## src/rtl/loop_overdub_mixer_if.sv

```systemverilog
// rtl/loop_overdub_mixer_if.sv - sample-rate bus between looper, overdub mixer and CODEC path
// Optional clip_led signal is present only when MIX_CLIP_HOLD_EN is defined.
interface loop_overdub_mixer_if #(
   parameter int DATA_W = 24,
   parameter int GAIN_W = 8
);
   logic                     sample_tick;
   logic signed [DATA_W-1:0] dry;
   logic signed [DATA_W-1:0] wet;
   logic                     wet_en;
   logic signed [DATA_W-1:0] out;
   logic                     out_valid;
   logic [GAIN_W:0]          gain;
   logic                     fading;
`ifdef MIX_CLIP_HOLD_EN
   logic                     clip_led;
`endif

   modport master (
      output sample_tick, dry, wet, wet_en,
      input  out, out_valid, gain, fading
`ifdef MIX_CLIP_HOLD_EN
      , input clip_led
`endif
   );

   modport slave (
      input  sample_tick, dry, wet, wet_en,
      output out, out_valid, gain, fading
`ifdef MIX_CLIP_HOLD_EN
      , output clip_led
`endif
   );
endinterface

```

## src/rtl/loop_overdub_mixer.sv

```systemverilog
// rtl/loop_overdub_mixer.sv - dry + ramped wet mix with saturation, one result per sample_tick
// Define MIX_CLIP_HOLD_EN to add the clip hold counter and clip_led output.
module loop_overdub_mixer #(
   parameter int DATA_W = 24,
   parameter int GAIN_W = 8,
   parameter int STEP   = 16
`ifdef MIX_CLIP_HOLD_EN
   , parameter int CLIP_HOLD = 4800
`endif
) (
   input logic clk,
   input logic reset,
   loop_overdub_mixer_if.slave mix
);
   localparam int GW = GAIN_W + 2;
   localparam int GQ = GAIN_W + 1;
   localparam int PW = DATA_W + GAIN_W + 2;
   localparam int SW = DATA_W + 2;

   localparam logic [GW-1:0] FULL_G = GW'(2 ** GAIN_W);
   localparam logic [GW-1:0] STEP_G = GW'(STEP);
   localparam logic signed [SW-1:0] MAX_S = {3'b000, {(DATA_W-1){1'b1}}};
   localparam logic signed [SW-1:0] MIN_S = {3'b111, {(DATA_W-1){1'b0}}};

   typedef enum logic [1:0] {MUTED, FADE_IN, ON, FADE_OUT} mixStateT;

   mixStateT                 stateQ, stateNext;
   logic [GAIN_W:0]          gainQ;
   logic [GW-1:0]            gainExt, gainUp, gainDown, gainNext;
   logic signed [DATA_W-1:0] outQ, outNext;
   logic                     validQ;
   logic signed [PW-1:0]     wetWide, gainWide, product, shifted;
   logic signed [SW-1:0]     sumS, clipped;
   logic                     satHi, satLo;

   // Extra headroom bit so gain+STEP can be compared against FULL without wrapping.
   assign gainExt  = GW'(gainQ);
   assign gainUp   = (gainExt + STEP_G > FULL_G) ? FULL_G : gainExt + STEP_G;
   assign gainDown = (gainExt > STEP_G) ? gainExt - STEP_G : '0;

   always_comb begin
      stateNext = stateQ;
      gainNext  = gainExt;
      case (stateQ)
         MUTED: begin
            if (mix.wet_en) begin
               gainNext  = gainUp;
               stateNext = (gainUp == FULL_G) ? ON : FADE_IN;
            end
         end
         FADE_IN, FADE_OUT: begin
            if (mix.wet_en) begin
               gainNext  = gainUp;
               stateNext = (gainUp == FULL_G) ? ON : FADE_IN;
            end else begin
               gainNext  = gainDown;
               stateNext = (gainDown == '0) ? MUTED : FADE_OUT;
            end
         end
         ON: begin
            if (!mix.wet_en) begin
               gainNext  = gainDown;
               stateNext = (gainDown == '0) ? MUTED : FADE_OUT;
            end
         end
         default: begin
            stateNext = MUTED;
            gainNext  = '0;
         end
      endcase
   end

   // Mix uses the gain in effect before this strobe's update; shift floors toward -inf.
   always_comb begin
      wetWide  = PW'(mix.wet);
      gainWide = PW'(gainQ);
      product  = wetWide * gainWide;
      shifted  = product >>> GAIN_W;
      sumS     = SW'(mix.dry) + SW'(shifted);
      satHi    = sumS > MAX_S;
      satLo    = sumS < MIN_S;
      clipped  = satHi ? MAX_S : (satLo ? MIN_S : sumS);
      outNext  = DATA_W'(clipped);
   end

   always_ff @(posedge clk) begin
      if (reset) begin
         stateQ <= MUTED;
         gainQ  <= '0;
         outQ   <= '0;
         validQ <= 1'b0;
      end else if (mix.sample_tick) begin
         stateQ <= stateNext;
         gainQ  <= GQ'(gainNext);
         outQ   <= outNext;
         validQ <= 1'b1;
      end else begin
         validQ <= 1'b0;
      end
   end

   assign mix.out       = outQ;
   assign mix.out_valid = validQ;
   assign mix.gain      = gainQ;
   assign mix.fading    = (stateQ == FADE_IN) || (stateQ == FADE_OUT);

`ifdef MIX_CLIP_HOLD_EN
   localparam int CW = $clog2(CLIP_HOLD + 1);

   logic [CW-1:0] clipCnt;

   always_ff @(posedge clk) begin
      if (reset) begin
         clipCnt <= '0;
      end else if (mix.sample_tick) begin
         if (satHi || satLo) begin
            clipCnt <= CW'(CLIP_HOLD);
         end else if (clipCnt != '0) begin
            clipCnt <= clipCnt - CW'(1);
         end
      end
   end

   assign mix.clip_led = (clipCnt != '0);
`endif
endmodule
```

## src/flat_wrapper.sv

```systemverilog
// flat-port wrapper written by rule: the top's interface ports become plain ports
module loop_overdub_mixer_flat 
#(
   parameter int DATA_W = 24,
   parameter int GAIN_W = 8,
   parameter int STEP   = 16

)
  (clk, reset, mix_sample_tick, mix_dry, mix_wet, mix_wet_en, mix_out, mix_out_valid, mix_gain, mix_fading);
  loop_overdub_mixer_if #(.DATA_W(DATA_W), .GAIN_W(GAIN_W)) mix_i ();
  input logic clk;
  input logic reset;
  input wire logic [$bits(mix_i.sample_tick)-1:0] mix_sample_tick;
  input wire logic [$bits(mix_i.dry)-1:0] mix_dry;
  input wire logic [$bits(mix_i.wet)-1:0] mix_wet;
  input wire logic [$bits(mix_i.wet_en)-1:0] mix_wet_en;
  output wire logic [$bits(mix_i.out)-1:0] mix_out;
  output wire logic [$bits(mix_i.out_valid)-1:0] mix_out_valid;
  output wire logic [$bits(mix_i.gain)-1:0] mix_gain;
  output wire logic [$bits(mix_i.fading)-1:0] mix_fading;
  assign mix_i.sample_tick = mix_sample_tick;
  assign mix_i.dry = mix_dry;
  assign mix_i.wet = mix_wet;
  assign mix_i.wet_en = mix_wet_en;
  assign mix_out = mix_i.out;
  assign mix_out_valid = mix_i.out_valid;
  assign mix_gain = mix_i.gain;
  assign mix_fading = mix_i.fading;
  loop_overdub_mixer #(.DATA_W(DATA_W), .GAIN_W(GAIN_W), .STEP(STEP)) u_core (.clk(clk), .reset(reset), .mix(mix_i));
endmodule
```

## config.mk

```make
export PLATFORM = sky130hd
export DESIGN_NAME = loop_overdub_mixer_flat
export DESIGN_NICKNAME = d
export VERILOG_FILES = /design/src/rtl/loop_overdub_mixer_if.sv /design/src/rtl/loop_overdub_mixer.sv /design/src/flat_wrapper.sv
export SDC_FILE = /design/constraint.sdc
export NUM_CORES = 1
export LEC_CHECK = 0
export CAP_MARGIN = 25
export CORE_ASPECT_RATIO = 0.8
export CORE_MARGIN = 2
export CORE_UTILIZATION = 55
export CTS_CLUSTER_DIAMETER = 200
export CTS_CLUSTER_SIZE = 20
export DETAILED_ROUTE_END_ITERATION = 8
export PLACE_DENSITY = 0.78
export SYNTH_ARGS = -nofsm -noshare
export SYNTH_HDL_FRONTEND = slang
export SYNTH_SLANG_ARGS = --single-unit
```

## constraint.sdc

```tcl
create_clock -name clk -period 15.4 [get_ports clk]
set_input_delay 2.31 -clock clk [delete_from_list [all_inputs] [get_ports clk]]
set_output_delay 2.31 -clock clk [all_outputs]
set_load 0.05 [all_outputs]
```

---- Yosys cells after proc, flatten, opt, wreduce, memory -nomap -nowiden ----
Index checks and enable logic that the tools add are counted.
W data, S select, Z words.
storage, ports and cells
  register bits after elaboration ......... 36
  latch bits .............................. 0
  RAM bits ................................ 0
  ROM bits ................................ 0
  input port bits ......................... 52
  word-level logic and storage cells ...... 38
  memories kept ........................... 0
cells by class
  add/subtract/negate cells ............... 3
  multipliers ............................. 1
  divide/modulo/power cells ............... 0
  magnitude comparators ................... 4
  equality and inequality tests ........... 6
  shifts and indexed selects .............. 0
  multiplexer cells ....................... 15
  bitwise operators ....................... 0
  reduce and logical (&&, ||, !) cells .... 5
operators with widths
  cell                    count
  $mux W24                2
  $mul A24 B10 Y34        1
  $mux W9                 3
  $pmux W9 S3             1
  $add A24 B26 Y26        1
  $gt A26 B24 Y1 const B  1
  $lt A26 B24 Y1 const B  1
  $mux W10                2
  $add A9 B5 Y10 const B  1
  $eq A10 B9 Y1 const B   1
  $gt A10 B9 Y1 const B   1
  $logic_not A10 Y1       1
  $mux W2                 5
  $sub A9 B5 Y10 const B  1
  $gt A9 B5 Y1 const B    1
  $pmux W2 S3             1
  $eq A2 B2 Y1 const B    2
  $ne A2 B2 Y1 const B    2
  $reduce_and A3 Y1       1
  $eq A2 B1 Y1 const B    1
  $logic_not A2 Y1        1
  $reduce_or A2 Y1        1
  $logic_or A1 B1 Y1      1
  $mux W1                 1

---- Logic depth before layout (Yosys ltp) ----
  depth in word-level cells ............... 7
  mapped depth ............................ 34

---- Least setup slack after synthesis ----
No wires, ideal clock.
  kind .................................... in2reg
  start point ............................. in mix_wet[5]
  end point ............................... reg u_core.outQ[10] (netlist: u_core.mix.out[10])
  setup time .............................. 0.157 ns
  data arrival time ....................... 9.368 ns
  path slack .............................. 5.874 ns
  stages .................................. 27
  cells stage by stage .................... and2_1 > fa_1 > fa_1 > fa_1 > fa_1 > inv_1 > fa_1 > inv_1 > ha_1 > a21oi_1 > o21ai_0 > a221oi_2 > o2111ai_2 > a21oi_2 > o311ai_1 > a2111oi_0 > nor3_1 > xor2_1 > ha_1 > nand3_1 > nor4_4 > a211oi_1 > a221o_1 > and3_4 > o41ai_4 > buf_6 > a311oi_2
between the ends
  cells in the longest elaborated chain, start to end .. 5
  elaborated cells on any way between the ends .. 6
RTL lines
  what                  RTL line                  source
  start, declared       flat_wrapper.sv:15        input wire logic [$bits(mix_i.wet)-1:0] mix_wet;
  $mul A24 B10 Y34 (*)  loop_overdub_mixer.sv:77  product = wetWide * gainWide;
  $add A24 B26 Y26 (*)  loop_overdub_mixer.sv:79  sumS = SW'(mix.dry) + SW'(shifted);
  $lt A26 B24 Y1        loop_overdub_mixer.sv:81  satLo = sumS < MIN_S;
  $mux W24              loop_overdub_mixer.sv:82  clipped = satHi ? MAX_S : (satLo ? MIN_S : sumS);
  $mux W24 (*)          loop_overdub_mixer.sv:82
  end signal, assigned  loop_overdub_mixer.sv:95  outQ <= outNext;
  end, declared         loop_overdub_mixer.sv:30  logic signed [DATA_W-1:0] outQ, outNext;
Every way passes the cells marked *; elsewhere a longest branch is shown, timed or not.
A chain may end at the register's enable or synchronous reset.

---- Worst setup path in the final report ----
Ends and elaborated chain as after synthesis.

==> flow_summary.json <==
{
  "start_kind": "input pin",
  "cts_tree": "yes",
  "grt_pass1_wl_mm": 41.0,
  "routed_wl_mm": 24.2,
  "synth_edf_count": 0,
  "cts_buffers": 5,
  "area_delta_synth_final_pct": 11.6,
  "grt_max_degree": 51,
  "hold_viol_final": 0,
  "firstDrtPassIters": 5,
  "slew_headroom_pct": 34.1,
  "muxShareOfSynthArea_pct": 0.208,
  "leakagePower_nw": 5.83,
  "synthFlopType": "dfxtp_1",
  "yosys_register_bits": 36,
  "hpwl_mm": 19.9,
  "avgRoutedWirePerCell_um": 16.8,
  "cts_setup_buffers": 0,
  "final_max_slew_viol_count": 0,
  "max_stage_delay_ns": 0.56,
  "num-fill-cells": 1556,
  "dp.cells": 1429,
  "cts_buffer_depth": 2,
  "final_cells": 1437,
  "crit_required_ns": 15.50,
  "multiInputGateArea_um2": 8590,
  "fin_setup_tns_ns": 0,
  "worstPathArrival_ns": 10.66,
  "die_area_um2": 19700,
  "ir_drop_uv": 54.9,
  "regArea_um2": 721,
  "synth_area_um2": 10200,
  "postSynth.asyncResetShare_pct": 0,
  "max_slew.worst_pin.slew_ns": 0.989,
  "synth_seq_area_share_pct": 7.06,
  "slowest_stage": "clkdlybuf4s50_1",
  "rsz0062_at_grt": "no",
  "synthAdderAreaFrac_pct": 47.2,
  "yosysWarnings": 0,
  "power.density_nw_per_um2": 50.7,
  "synth_xor_area_share_pct": 4.20,
  "path_max_fanout": 21,
  "ctsHoldBuffers": 0,
  "cts-htree-levels": 2,
  "period_share_pct": 68.6,
  "worstSetupEndpointType": "flop",
  "ios": 87,
  "power.total_w": 0.000577,
  "clk_pin_slew_ns": 0.06,
  "overflow": 0,
  "dp_slack_ns": 4.57,
  "via_count": 8093,
  "ys_types": 66,
  "io_buffers": 86,
  "fp.dieW_um": 156,
  "syn_avg_cell_area_um2": 8.92,
  "layout.nets": 1536,
  "synth_top_family_by_area": "adder cells",
  "synth-compound-area-share_pct": 14.3,
  "synthSimpleGateAreaFrac_pct": 18.3,
  "max_freq_mhz": 94.7,
  "critPathKind": "in -> reg",
  "die_height_um": 126,
  "cts_resized": 0,
  "antenna_left": 0,
  "core_um2": 18200,
  "root_buffer": "clkbuf_16",
  "cap_violations": 0,
  "gp_congestion": 0.878,
  "via_per_inst": 5.63,
  "start_util_pct": 56.2,
  "drive_above_1_share_pct": 5.63,
  "antenna_found_initial": 0,
  "grt_usage_pct": 25.7,
  "first_iter_violations": 521,
  "finalSetupViolCount": 0,
  "min_period_ns": 10.56,
  "cts.sinks": 36,
  "hold_path.class": "reg -> reg",
  "netlist_instances": 1144,
  "num_rows": 44,
  "clk_latency_ns": 0.28,
  "n_antenna_cell": 0,
  "crit_top_cell": "fa_1",
  "final_core_util_pct": 62.7,
  "outcome": "complete, no violations",
  "setup_ws_ns": 4.84,
  "clock_skew_ns": 0.00798,
  "grt_pass1_vias": 8261,
  "drc": 0,
  "syn_nets": 1474
}
final cells by class:
| type | count | area share, % |
|---|---|---|
| clock buffer | 6 | 1.13 |
| clock inverter | 2 | 0.143 |
| inverter | 188 | 6.20 |
| multi-input combinational | 878 | 75.4 |
| sequential | 36 | 6.33 |
| tap | 230 | 2.53 |
| timing repair buffer | 97 | 8.24 |
cell usage in the layout, fill, tap and decap left out, drive strengths merged, types with 3 or more instances in the layout:
| cell | count |
|---|---|
| and3 | 5 |
| a311oi | 21 |
| a211o | 3 |
| clkdlybuf4s50 | 85 |
| o2111ai | 3 |
| a31oi | 5 |
| ha | 100 |
| nand3 | 10 |
| a211oi | 6 |
| a21o | 19 |
| inv | 188 |
| nand2b | 6 |
| a2111oi | 3 |
| nor2 | 62 |
| o41ai | 3 |
| o211ai | 5 |
| dfxtp | 36 |
| nor3 | 18 |
| and2 | 130 |
| nor4 | 3 |
| xnor2 | 28 |
| buf | 12 |
| a21boi | 3 |
| xor2 | 21 |
| nand2 | 114 |
| clkbuf | 6 |
| nand4 | 7 |
| o21bai | 6 |
| or2 | 6 |
| fa | 178 |
| nor2b | 5 |
| o21a | 11 |
| a21oi | 48 |
| o21ai | 24 |
report_power, final:
group | total, W | internal (W) | leakage (nW) | switching, W
Sequential | 0.000116 | 0.000106 | 0.297 | 0.00000935
Combinational | 0.000361 | 0.000138 | 5.47 | 0.000223
Clock | 0.000101 | 0.0000603 | 0.0671 | 0.0000404
Total | 0.000577 | 0.000305 | 5.83 | 0.000272
sequential cells by signal, summed over array words and instances, names as in the netlist:
name,flops
u_core.mix.out,24
u_core.mix.gain,9
u_core.mix.out_valid,1
u_core.stateQ,2
synthesized netlist by cell type (6+ instances only):
cell	n	area, um^2
inv_1	188	706
fa_1	178	3560
and2_1	130	813
nand2_1	114	428
ha_1	100	1250
nor2_1	62	233
a21oi_1	45	225
dfxtp_1	36	721
clkbuf_1	35	131
xnor2_1	28	245
xor2_1	21	184
a311oi_2	20	300
a21o_1	19	143
o21ai_0	19	95.1
nor3_1	18	90.1
o21a_1	11	82.6
nand3_1	10	50.1
nand4_1	7	43.8
or2_2	6	37.5
path summary, 6_finish.rpt:
| kind | slack, ns | start | end | depth (start not counted) |
|---|---|---|---|---|
| setup / recovery | 4.84 | mix_wet[5] | u_core.mix.out[10] | 28 |
| hold / removal | 0.47 | u_core.mix.out[0] | u_core.mix.out[0] | 2 |
| setup reg to reg | 6.52 | u_core.mix.gain[1] | u_core.mix.out[10] | 29 |
| hold reg to reg | 0.47 | u_core.mix.out[0] | u_core.mix.out[0] | 2 |
stage by stage:
stage	cell area (um^2)	hold slack, ns
floorplan	10200	0.514
global placement	11200	0.454
detailed placement	11200	0.460
CTS	11400	0.469
global route	11400	0.486
finish	11400	0.467
layer usage:
| metal | vias to the layer above | global-route usage (%) | part of all wire [%] |
|---|---|---|---|
| met5 | - | 0 | 0 |
| met4 | 0 | 5.02 | 1.7 |
| met3 | 29 | 2.34 | 5.1 |
| met2 | 218 | 42.9 | 49 |
| met1 | 4049 | 37.0 | 45 |
| li1 | 3797 | - | - |
logic make-up after synthesis:
| family | Yosys count |
|---|---|
| AND/OR/NAND/NOR | 369 |
| adder cells (fa/ha/maj) | 278 |
| buffers and inverters | 230 |
| AO/OA/AOI/OAI | 180 |
| XOR/XNOR | 49 |
| flip-flops | 36 |
| multiplexers | 2 |
worst max-delay path: cells and delay by family:
kind / cells / cell delay [ns]
adder cells (fa/ha/maj): 7 / 3.30
AO/OA/AOI/OAI: 11 / 2.69
AND/OR/NAND/NOR: 5 / 1.13
buffers and inverters: 4 / 1.05
XOR/XNOR: 1 / 0.16
(Power assumes the default switching activity.)
